<file path="src/rtl/dmem_pkg.sv">
// Shared types and constants for the data-memory arbiter.
// Depth, widths, lock state and the per-requester request bundle.
package dmem_pkg;

    localparam int DEPTH    = 8;
    localparam int AW       = 8;
    localparam int DW       = 8;
    localparam int LOCK_MAX = 4;
    localparam int CW       = $clog2(LOCK_MAX + 1);

    typedef enum logic {
        OPEN,
        LOCKED
    } lock_state_e;

    typedef struct packed {
        logic          req;
        logic          we;
        logic          lock;
        logic [AW-1:0] addr;
        logic [DW-1:0] wdata;
    } dmem_req_t;

    function automatic logic in_range(input logic [AW-1:0] a);
        return a < AW'(DEPTH);
    endfunction

endpackage

</file>
<file path="src/rtl/dmem_arbiter_if.sv">
// One requester port of the data-memory arbiter.
// The requester uses master; the arbiter uses slave.
interface dmem_arbiter_if;
    import dmem_pkg::*;

    logic          req;
    logic          we;
    logic          lock;
    logic [AW-1:0] addr;
    logic [DW-1:0] wdata;
    logic          gnt;
    logic          rvalid;
    logic [DW-1:0] rdata;
    logic          err;

    modport master (
        output req, we, lock, addr, wdata,
        input  gnt, rvalid, rdata, err
    );

    modport slave (
        input  req, we, lock, addr, wdata,
        output gnt, rvalid, rdata, err
    );

endinterface

</file>
<file path="src/rtl/dmem_arb_resp.sv">
// Per-requester response register: one rvalid pulse per grant.
// rdata is zero for writes and out-of-range accesses and holds otherwise.
module dmem_arb_resp
    import dmem_pkg::*;
(
    input  logic          clk,
    input  logic          rst_n,
    input  logic          gnt,
    input  logic          we,
    input  logic          oor,
    input  logic [DW-1:0] mem_dout,
    output logic          rvalid,
    output logic [DW-1:0] rdata,
    output logic          err
);

    always_ff @(posedge clk) begin
        if (!rst_n) begin
            rvalid <= 1'b0;
            rdata  <= '0;
            err    <= 1'b0;
        end else begin
            rvalid <= gnt;
            if (gnt) begin
                rdata <= (we || oor) ? '0 : mem_dout;
                err   <= oor;
            end
        end
    end

endmodule

</file>
<file path="src/rtl/dmem_arbiter.sv">
// Two-port arbiter with bounded lock in front of the 8x8 data memory.
// DMEM_ARB_RR_EN selects round-robin contention; default is m0 priority.
module dmem_arbiter
    import dmem_pkg::*;
(
    input  logic           clk,
    input  logic           rst_n,
    dmem_arbiter_if.slave  m0,
    dmem_arbiter_if.slave  m1,
    output logic           mem_we,
    output logic [AW-1:0]  mem_addr,
    output logic [DW-1:0]  mem_di,
    input  logic [DW-1:0]  mem_dout
);

    dmem_req_t   r0, r1;
    lock_state_e state_q, state_d;
    logic        owner_q, owner_d;
    logic [CW-1:0] cnt_q, cnt_d, cnt_inc;
    logic        yield_q, yield_d;
    logic        g0, g1, pri1, hold, win_lock;
    logic        in0, in1;

    assign r0 = {m0.req, m0.we, m0.lock, m0.addr, m0.wdata};
    assign r1 = {m1.req, m1.we, m1.lock, m1.addr, m1.wdata};
    assign in0 = in_range(r0.addr);
    assign in1 = in_range(r1.addr);
    assign cnt_inc = cnt_q + CW'(1);

`ifdef DMEM_ARB_RR_EN
    logic last_q, last_d;

    always_ff @(posedge clk) begin
        if (!rst_n) last_q <= 1'b1;
        else        last_q <= last_d;
    end

    always_comb begin
        last_d = last_q;
        if (g0)      last_d = 1'b0;
        else if (g1) last_d = 1'b1;
    end

    assign pri1 = yield_q ? !owner_q : !last_q;
`else
    assign pri1 = yield_q & !owner_q;
`endif

    always_ff @(posedge clk) begin
        if (!rst_n) begin
            state_q <= OPEN;
            owner_q <= 1'b0;
            cnt_q   <= '0;
            yield_q <= 1'b0;
        end else begin
            state_q <= state_d;
            owner_q <= owner_d;
            cnt_q   <= cnt_d;
            yield_q <= yield_d;
        end
    end

    always_comb begin
        g0       = 1'b0;
        g1       = 1'b0;
        state_d  = OPEN;
        owner_d  = owner_q;
        cnt_d    = '0;
        yield_d  = 1'b0;
        hold     = (state_q == LOCKED) && (owner_q ? r1.req : r0.req);
        if (hold) begin
            g0 = !owner_q;
            g1 = owner_q;
        end else if (r0.req && r1.req) begin
            g0 = !pri1;
            g1 = pri1;
        end else begin
            g0 = r0.req;
            g1 = r1.req;
        end
        if (!rst_n) begin
            g0 = 1'b0;
            g1 = 1'b0;
        end
        win_lock = g1 ? r1.lock : (g0 & r0.lock);
        // Reaching LOCK_MAX ends the lock and hands the next contention away
        if (win_lock) begin
            if (hold) begin
                if (cnt_inc >= CW'(LOCK_MAX)) begin
                    yield_d = 1'b1;
                end else begin
                    state_d = LOCKED;
                    cnt_d   = cnt_inc;
                end
            end else begin
                state_d = LOCKED;
                owner_d = g1;
                cnt_d   = CW'(1);
            end
        end
    end

    assign m0.gnt   = g0;
    assign m1.gnt   = g1;
    assign mem_we   = (g0 & r0.we & in0) | (g1 & r1.we & in1);
    assign mem_addr = g0 ? r0.addr  : (g1 ? r1.addr  : '0);
    assign mem_di   = g0 ? r0.wdata : (g1 ? r1.wdata : '0);

    dmem_arb_resp u_resp0 (
        .clk      (clk),
        .rst_n    (rst_n),
        .gnt      (g0),
        .we       (r0.we),
        .oor      (!in0),
        .mem_dout (mem_dout),
        .rvalid   (m0.rvalid),
        .rdata    (m0.rdata),
        .err      (m0.err)
    );

    dmem_arb_resp u_resp1 (
        .clk      (clk),
        .rst_n    (rst_n),
        .gnt      (g1),
        .we       (r1.we),
        .oor      (!in1),
        .mem_dout (mem_dout),
        .rvalid   (m1.rvalid),
        .rdata    (m1.rdata),
        .err      (m1.err)
    );

endmodule

</file>
<file path="src/flat_wrapper.sv">
// flat-port wrapper written by rule: the top's interface ports become plain ports
module dmem_arbiter_flat import dmem_pkg::*;
  (clk, rst_n, mem_we, mem_addr, mem_di, mem_dout, m0_req, m0_we, m0_lock, m0_addr, m0_wdata, m0_gnt, m0_rvalid, m0_rdata, m0_err, m1_req, m1_we, m1_lock, m1_addr, m1_wdata, m1_gnt, m1_rvalid, m1_rdata, m1_err);
  dmem_arbiter_if m0_i ();
  dmem_arbiter_if m1_i ();
  input  logic clk;
  input  logic rst_n;
  output logic mem_we;
  output logic [AW-1:0] mem_addr;
  output logic [DW-1:0] mem_di;
  input  logic [DW-1:0] mem_dout;
  input wire logic [$bits(m0_i.req)-1:0] m0_req;
  input wire logic [$bits(m0_i.we)-1:0] m0_we;
  input wire logic [$bits(m0_i.lock)-1:0] m0_lock;
  input wire logic [$bits(m0_i.addr)-1:0] m0_addr;
  input wire logic [$bits(m0_i.wdata)-1:0] m0_wdata;
  output wire logic [$bits(m0_i.gnt)-1:0] m0_gnt;
  output wire logic [$bits(m0_i.rvalid)-1:0] m0_rvalid;
  output wire logic [$bits(m0_i.rdata)-1:0] m0_rdata;
  output wire logic [$bits(m0_i.err)-1:0] m0_err;
  input wire logic [$bits(m1_i.req)-1:0] m1_req;
  input wire logic [$bits(m1_i.we)-1:0] m1_we;
  input wire logic [$bits(m1_i.lock)-1:0] m1_lock;
  input wire logic [$bits(m1_i.addr)-1:0] m1_addr;
  input wire logic [$bits(m1_i.wdata)-1:0] m1_wdata;
  output wire logic [$bits(m1_i.gnt)-1:0] m1_gnt;
  output wire logic [$bits(m1_i.rvalid)-1:0] m1_rvalid;
  output wire logic [$bits(m1_i.rdata)-1:0] m1_rdata;
  output wire logic [$bits(m1_i.err)-1:0] m1_err;
  assign m0_i.req = m0_req;
  assign m0_i.we = m0_we;
  assign m0_i.lock = m0_lock;
  assign m0_i.addr = m0_addr;
  assign m0_i.wdata = m0_wdata;
  assign m0_gnt = m0_i.gnt;
  assign m0_rvalid = m0_i.rvalid;
  assign m0_rdata = m0_i.rdata;
  assign m0_err = m0_i.err;
  assign m1_i.req = m1_req;
  assign m1_i.we = m1_we;
  assign m1_i.lock = m1_lock;
  assign m1_i.addr = m1_addr;
  assign m1_i.wdata = m1_wdata;
  assign m1_gnt = m1_i.gnt;
  assign m1_rvalid = m1_i.rvalid;
  assign m1_rdata = m1_i.rdata;
  assign m1_err = m1_i.err;
  dmem_arbiter u_core (.clk(clk), .rst_n(rst_n), .m0(m0_i), .m1(m1_i), .mem_we(mem_we), .mem_addr(mem_addr), .mem_di(mem_di), .mem_dout(mem_dout));
endmodule
</file>
<file path="config.mk">
export PLATFORM = sky130hd
export DESIGN_NAME = dmem_arbiter_flat
export DESIGN_NICKNAME = d
export VERILOG_FILES = /design/src/rtl/dmem_pkg.sv /design/src/rtl/dmem_arbiter_if.sv /design/src/rtl/dmem_arb_resp.sv /design/src/rtl/dmem_arbiter.sv /design/src/flat_wrapper.sv
export SDC_FILE = /design/constraint.sdc
export NUM_CORES = 1
export LEC_CHECK = 0
export CAP_MARGIN = 20
export CORE_UTILIZATION = 33
export DETAILED_ROUTE_END_ITERATION = 6
export PLACE_DENSITY = 0.82
export SLEW_MARGIN = 20
export SYNTH_ARGS = -nofsm -noshare
export SYNTH_HDL_FRONTEND = slang
export SYNTH_SLANG_ARGS = --single-unit
</file>
<file path="constraint.sdc">
create_clock -name clk -period 2.3 [get_ports clk]
set_input_delay 0.69 -clock clk [delete_from_list [all_inputs] [get_ports clk]]
set_output_delay 0.69 -clock clk [all_outputs]
set_load 0.01 [all_outputs]
</file>
======== Word-level counts from Yosys, hierarchy flattened ========
Cells that the tools add are included.
W data, S select, Z words.
operators by class
  bitwise operators ....................... 10
  order comparisons ....................... 3
  multiplexer cells ....................... 19
  reductions and logical operators ........ 12
  $add $sub $neg .......................... 1
operators by type and width
  cell                   number
  $mux W8                6
  $lt A8 B4 Y1 const B   2
  $mux W1                13
  $and A1 B1 Y1          6
  $logic_not A1 Y1       4
  $reduce_and A2 Y1      2
  $reduce_or A4 Y1       1
  $add A3 B1 Y3 const B  1
  $ge A3 B3 Y1 const B   1
  $not A1 Y1             3
  $reduce_and A3 Y1      1
  $logic_and A1 B1 Y1    2
  $logic_or A1 B1 Y1     2
  $or A1 B1 Y1           1
word-level totals
  flip-flop bits (word level) ............. 26
  bits of input ports ..................... 48
  word-level logic and storage cells ...... 56
  output and inout port bits .............. 39

======== Logic depth before layout (Yosys ltp) ========
Gate-level depths: netlist of the first run.
  depth in word-level cells ............... 10
  gate-level depth with buffers ........... 5

======== Cells and area by module ========
From an unflattened synthesis of the first run, not the netlist that was laid out.
second synthesis, totals
  cells, all modules ...................... 139
  area, all modules ....................... 1,425.1 um^2
by module, submodules not included
  module         area each (um^2)  instances  seq. area each (um^2)  cells each
  dmem_arb_resp  449.2             2          200.2                  39
  dmem_arbiter   526.8             1          120.1                  61

======== Worst setup path after synthesis of the first run ========
Ideal clock, no wire load.
  path type ............................... input to output
  start point ............................. input port m1_addr[6]
  end point ............................... output port mem_we
  arrival ................................. 1,662 ps
  path slack .............................. -52 ps
  cell stages on the path ................. 3
  data required time ...................... 1,610 ps
  path through ............................ nor4_2 > nor2b_1 > a32o_1
between the ends
  word-level cells in the longest chain between the ends .. 3
ends and longest elaborated chain
  what                line                 text
  start: declaration  flat_wrapper.sv:24   input wire logic [$bits(m1_i.addr)-1:0] m1_addr;
  $lt A8 B4 Y1        dmem_pkg.sv:25       return a < AW'(DEPTH);
  $and A1 B1 Y1       dmem_arbiter.sv:105  assign mem_we = (g0 & r0.we & in0) | (g1 & r1.we & in1);
  $or A1 B1 Y1        dmem_arbiter.sv:105
  end: declaration    flat_wrapper.sv:8    output logic mem_we;
Every way passes these cells.

======== Worst setup path in the final report of the first run ========
  start point ............................. input port m0_addr[3]
  end point ............................... output port mem_we
between the ends
  word-level cells in the longest chain between the ends .. 3
ends and longest elaborated chain
  what                line                 text
  start: declaration  flat_wrapper.sv:15   input wire logic [$bits(m0_i.addr)-1:0] m0_addr;
  $lt A8 B4 Y1        dmem_pkg.sv:25
  $and A1 B1 Y1       dmem_arbiter.sv:105
  $or A1 B1 Y1        dmem_arbiter.sv:105
Every way passes these cells.

==> results of run 1 <==
## cell type report
cell class	instances	share of cell area (%)
clock buffer	3	1.56
clock inverter	1	1.14
inverter	19	2.80
multi-input combinational	88	29.3
sequential	26	19.8
tap	50	2.37
timing repair buffer	124	43.1
## how the worst max path moves through the flow
stage,from,to,slack (ns),depth (start not counted)
after detailed placement,m0_addr[6],mem_we,-0.96,5
after global placement,m0_addr[6],mem_we,-0.94,5
after global routing,m0_addr[3],mem_we,-0.21,5
final,m0_addr[3],mem_we,-0.19,5
after CTS,m0_req,mem_we,-0.14,6
after floorplan,m0_req,mem_addr[6],0.01,5
## Yosys cell counts, drive strengths merged
| cell | instances | area (µm²) |
|---|---|---|
| nand4 | 10 | 62.6 |
| o211a | 2 | 20.0 |
| buf | 6 | 41.3 |
| a21oi | 2 | 10.0 |
| o22ai | 1 | 6.26 |
| conb | 1 | 3.75 |
| o221ai | 1 | 15.0 |
| ha | 1 | 12.5 |
| nand2b | 1 | 6.26 |
| a22o | 16 | 141 |
| or3 | 1 | 6.26 |
| mux2i | 10 | 100 |
| nand3 | 2 | 10.0 |
| nor2b | 1 | 6.26 |
| nand4bb | 1 | 11.3 |
| xnor2 | 1 | 8.76 |
| a21bo | 1 | 10.0 |
| nor3b | 2 | 20.0 |
| inv | 19 | 71.3 |
| a22oi | 1 | 7.51 |
| nand2 | 13 | 48.8 |
| nor4 | 1 | 12.5 |
| and3 | 2 | 12.5 |
| a211oi | 1 | 7.51 |
| dfxtp | 26 | 521 |
| clkbuf | 3 | 11.3 |
| o32ai | 8 | 130 |
| nor2 | 2 | 7.51 |
| a32o | 1 | 10.0 |
| or4 | 1 | 11.3 |
| and2 | 1 | 6.26 |
| mux2 | 1 | 11.3 |
| a2bb2oi | 1 | 8.76 |
| o21ai | 1 | 5.00 |
## kinds of logic after synthesis
family	Yosys count	synth area share, %
other	1	0.273
buffers and inverters	28	9.02
adder cells (fa/ha/maj)	1	0.911
AO/OA/AOI/OAI	36	27.0
XOR/XNOR	1	0.638
AND/OR/NAND/NOR	38	16.1
flip-flops	26	37.9
multiplexers	11	8.11
## timing repair
action,CTS,global route
pin swaps,10,6
resized for setup,122,8
setup endpoints to repair,27,27
cloned,3,0
setup buffers,13,0
## critical path: stages
cell and delay [ns]:
buf_6 0.09, or4_4 0.54, nor3b_2 0.21, a32o_2 0.16, buf_6 0.10
## metal layers
layer / up-vias / wire (µm) / GRT usage (%)
met3: 2 / 447 / 4.28
met1: 701 / 1720 / 21.3
met2: 63 / 2330 / 40.7
met4: 0 / 19 / 5.59
li1: 760 / - / -
met5: - / 0 / 0
## sequential cells by signal (all words and copies together) (netlist names)
signal	cells
u_core.cnt_q	3
u_core.u_resp1.err	1
u_core.owner_q	1
u_core.u_resp0.rdata	8
u_core.u_resp0.rvalid	1
u_core.yield_q	1
u_core.state_q	1
u_core.u_resp0.err	1
u_core.u_resp1.rvalid	1
u_core.u_resp1.rdata	8
## where the power goes
part / internal (mW) / switching [mW] / total, mW
logic: 0.176 / 0.111 / 0.287
clock network: 0.233 / 0.143 / 0.375
registers: 0.460 / 0.00693 / 0.467
==> key figures, run 1 <==
Min path
  • Min-delay src: u_core.u_resp1.rdata[0]
  • WHS Path Cells: 2
  • WHS Endpoint: u_core.u_resp1.rdata[0]
  • Hold Path Class: reg -> reg

Clock network
  • Clock slew at reported path FFs: around 0.09 ns
  • TritonCTS clock tree: yes
  • Clk buf depth: 2
  • Post-cts hold buffer count: 0
  • Worst skew pair latency: roughly 0.27 ns
  • H-Tree Depth: 1
  • Clk sink count: 26
  • Root buffer cell: clkbuf_8
  • TritonCTS Buffers: 3

Logic synthesis
  • Syn Std Cell Area: 1370 µm²
  • Sequential share of the synthesized area: roughly 38%
  • Post-synthesis net count: between 150 and 200
  • YS warnings: 0
  • Synthesis-stage register bit count: 26
  • Unique masters post-synth: 39
  • Syn Inst Count: around 140
  • Mean Syn Cell Area: roughly 9.7 µm²

Run status
  • Failing checks: setup timing
  • Status: finished, violations left

Worst setup path
  • Arrival time worst endpoint: around 1.8 ns
  • Critical path fanouts, max: 2
  • R2R depth: 11
  • Reg-to-reg slack, setup: 0.09 ns
  • Worst r2r src: u_core.owner_q
  • Data required, critical path: around 1.6 ns
  • Worst Setup End Kind: primary output
  • Worst r2r dst: u_core.u_resp0.rdata[6]
  • Startpoint class of the critical path: primary input
  • WS Path Type: in -> out

Pwr
  • Maximum vdd drop: 0.289 mV
  • Leak: 1.12 nW
  • Pwr Density: around 430 nW/µm²
  • Overall Power: 1.13 mW

Die
  • Die W: 66.5 µm
  • Die footprint: 4420 µm²
  • Row count: 23
  • Core area: 4000 µm²
  • Initial core utilization: 34.3%
  • Ports: 87
  • Die Span Y: ~67 µm

Placement
  • Placement Cell Area: 2470 µm²
  • Last weighted congestion value of the routability-driven placer: 0.841
  • Port Buffers: 86
  • Post-Place Worst Slack: -0.957 ns
  • Post-Place Cells: between 200 and 300
  • DP Wirelength: 3190 µm

Detailed routing
  • Drt first-iter violations: 32
  • Via/cell ratio: 4.91
  • Post-route ant nets: 0
  • First-pass DRT Iterations: 4
  • Final wirelength: 4520 µm
  • Vias: 1526
  • DRC Markers: 0
  • WL per Instance: between 10 and 15 µm

Finish
  • Most frequent cells in the layout: 56 x clkdlybuf4s50_1, 30 x buf_4, 25 x dfxtp_1
  • Commonest non-fill, non-tap cell in the layout: clkdlybuf4s50_1
  • Nets: 311
  • Post-Layout Inst Area: 2640 µm²
  • Share of cells above drive strength 1: 33.7%
  • Cell Count, Final, Fillers Out: around 310
  • Fillers: 334
  • Register area: 522 µm²
  • Synth-to-Final Area Change: 92.1%
  • Area of the multi-input gates: 773 µm²
  • Ant. Diodes: 0
  • Utilization after layout: 66.0%

Global route
  • Initial antenna violation count: 0
  • Largest net degree at the start of global routing: 21
  • Global route overflow: 0
  • Vias in the first global route: 1541
  • First-pass GRT wire length: 6890 µm
  • Gr usage total: 20.5%

Timing
  • # setup viols final: 17
  • Skew final: 0.00322 ns
  • Period utilization: 108%
  • TNS Setup: -1.30 ns
  • Min Hold Slack: 0.470 ns
  • Slew Limit Fails: 0
  • RSZ-0062 raised after global routing: yes
  • Shortest period the worst path allows: 2.49 ns
  • Post-route setup slack: -0.185 ns
  • Fmax: 402 MHz
  • Final hold vios: 0

Run
  • Max_cap viols: 0
Note: power is estimated with default switching activity, not from simulation.
==> run 2, diff against run 1 <==
- CORE_ASPECT_RATIO: default -> 0.5
==> key figures, run 2 (synthesized netlist as in run 1, its figures left out) <==
Finish
  • Synth-to-Final Area Change: 96.4%
  • Commonest non-fill, non-tap cell in the layout: clkdlybuf4s50_1
  • Share of cells above drive strength 1: 35.1% (+1.4 points)
  • Utilization after layout: 68.4% (+2.4 points)
  • Top flop regs: u_core.u_resp0.rdata (8), u_core.u_resp1.rdata (8), u_core.cnt_q (3)
  • Fillers: 266 (-20%)
  • Most frequent cells in the layout: 56 x clkdlybuf4s50_1, 31 x buf_4, 24 x dfxtp_1
  • Ant. Diodes: 0 (unchanged)
  • Post-Layout Inst Area: 2700 µm² (+2.2%)
  • Area of the multi-input gates: 788 µm² (+1.9%)
  • Nets: 316 (+1.6%)
  • Register area: 526 µm² (+0.72%)

Die
  • Die Span Y: 47.6 µm (-28%)
  • Die W: 93.2 µm (+40%)
  • Row count: 16 (-30%)
  • Core area: 3940 µm² (-1.4%)
  • Initial core utilization: 34.8% (+0.49 points)
  • Ports: 87 (unchanged)
  • Die footprint: 4440 µm² (+0.36%)

Worst setup path
  • Worst r2r src: u_core.yield_q
  • R2R depth: 6 (-5)
  • Worst Setup End Kind: primary output
  • Most frequent CP cell: buf_6
  • Crit path max-delay cell type: a22o_1
  • Arrival time worst endpoint: 1.84 ns (+0.04 ns)
  • Setup crit start: m1_req
  • Worst r2r dst: u_core.u_resp1.rdata[0]
  • Critical path fanouts, max: 6 (+4)
  • Crit path max-delay family: buffers and inverters
  • Startpoint class of the critical path: primary input
  • WS Path Type: in -> out
  • Critical path buffers and inverters: 5 (+3)
  • Slowest Stage Delay on Critical Path: 0.20 ns (-0.34 ns)
  • Critical path, cell by cell: buf_12, nand4bb_4, nand4_1, buf_6, clkinvlp_4, buf_6, a22o_1, buf_2
  • Reg-to-reg slack, setup: 0.66 ns (+0.57 ns)
  • Data required, critical path: 1.61 ns (about the same)

Detailed routing
  • Via/cell ratio: 5.13 (+4.6%)
  • DRC Markers: 0 (unchanged)
  • Vias: 1637 (+7.3%)
  • Final wirelength: 5510 µm (+22%)
  • WL per Instance: 17.3 µm (+19%)
  • Drt first-iter violations: 65 (+100%)
  • Post-route ant nets: 0 (unchanged)
  • First-pass DRT Iterations: 4 (unchanged)

Global route
  • First-pass GRT wire length: 7320 µm (+6.2%)
  • Vias in the first global route: 1497 (-2.9%)
  • Gr usage total: 21.8% (+1.3 points)
  • Global route overflow: 0 (unchanged)
  • Initial antenna violation count: 0 (unchanged)
  • Largest net degree at the start of global routing: 19 (-9.5%)

Timing
  • Final hold vios: 0 (unchanged)
  • # setup viols final: 19 (+2)
  • Period utilization: 110% (+1.7 points)
  • Rel. slew slack: 66.0%
  • Shortest period the worst path allows: 2.53 ns (+0.0400 ns)
  • RSZ-0062 raised after global routing: yes
  • Fmax: 396 MHz (-1.6%)
  • Skew final: 0.00532 ns (+0.00210 ns)
  • Slew Limit Fails: 0 (unchanged)
  • Post-route setup slack: -0.225 ns (-0.0400 ns)
  • Worst slew pin tran: 0.507 ns

Run status
  • Status: finished, violations left
  • Failing checks: setup timing

Clock network
  • Worst skew pair latency: 0.27 ns (about the same)
  • TritonCTS Buffers: 3 (unchanged)
  • Clk sink count: 26 (unchanged)
  • Post-cts hold buffer count: 0 (unchanged)
  • TritonCTS clock tree: yes
  • Clk buf depth: 2 (unchanged)
  • Root buffer cell: clkbuf_8
  • H-Tree Depth: 1 (unchanged)
  • Clock slew at reported path FFs: 0.08 ns (about the same)

Min path
  • Min-delay src: u_core.u_resp0.err
  • WHS Endpoint: u_core.u_resp0.err
  • Hold Path Class: reg -> reg
  • WHS Path Cells: 2 (unchanged)

Placement
  • Placement Cell Area: 2450 µm² (-1.0%)
  • Port Buffers: 86 (unchanged)
  • Last weighted congestion value of the routability-driven placer: 0.800 (-4.9%)
  • DP Wirelength: 3370 µm (+5.5%)
  • Post-Place Worst Slack: -0.968 ns (-0.0105 ns)

Pwr
  • Pwr Density: 380 nW/µm² (-11%)
  • Overall Power: 1.03 mW (-9.2%)
  • Maximum vdd drop: 0.259 mV (-10%)
  • Leak: 1.13 nW (+0.78%)

Run
  • Max_cap viols: 0 (unchanged)
-- run 2: how the worst max path moves through the flow --
stage / to / slack (ns) / cells past startpoint
floorplan: mem_addr[6] / 0.01 / 5
global placement: mem_we / -0.92 / 5
detailed placement: mem_di[0] / -0.97 / 6
CTS: mem_we / -0.18 / 6
global route: mem_di[3] / -0.25 / 8
finish: mem_di[3] / -0.23 / 8
-- run 2: worst min-delay path, cell delays in order (launching register included) --
cell	delay [ns]
dfxtp_1	0.31
nand2_1	0.05
mux2i_1	0.06
-- run 2: power breakdown --
part	switching [mW]	leakage (nW)	internal [mW]	total, mW
Sequential	0.00691	0.212	0.459	0.466
Clock	0.134	0.0216	0.117	0.252
Combinational	0.126	0.892	0.182	0.308
-- run 2: final cells by class --
type | count | area share, %
Timing Repair Buffer | 127 | 43.9
Clock buffer | 3 | 1.53
Inverter | 19 | 2.83
Tap cell | 54 | 2.50
Sequential cell | 26 | 19.5
Multi-Input combinational cell | 88 | 29.2
Timing Repair inverter | 2 | 0.557
-- run 2: per-stage QoR --
step / setup TNS [ns] / cells / hold slack, ns
after global placement: -18.87 / 294 / 0.443
after detailed placement: -20.22 / 294 / 0.448
after CTS: -2.43 / 309 / 0.464
final: -3.00 / 319 / 0.465
after global routing: -3.47 / 319 / 0.491
after floorplan: 0 / 142 / 0.479
-- run 2: metal layers --
metal	vias up	routed length, µm	GRT usage [%]
met1	793	2420	29.1
met5	-	0	0
met3	6	328	4.13
li1	778	-	-
met4	0	49	2.77
met2	60	2700	39.1
-- run 2: what timing repair did --
action | in CTS | in global routing
setup endpoints to repair | 27 | 19
pin swaps | 8 | 5
gates cloned | 4 | 1
gates resized for setup | 124 | 10
setup buffers | 8 | 9
==> run 3, diff against run 2 <==
- ABC_CLOCK_PERIOD_IN_PS: default -> 2300
- CAP_MARGIN: 20 -> default
==> results of run 3 <==
Same layout as run 2: the final DEF is identical, and so are final timing and power.
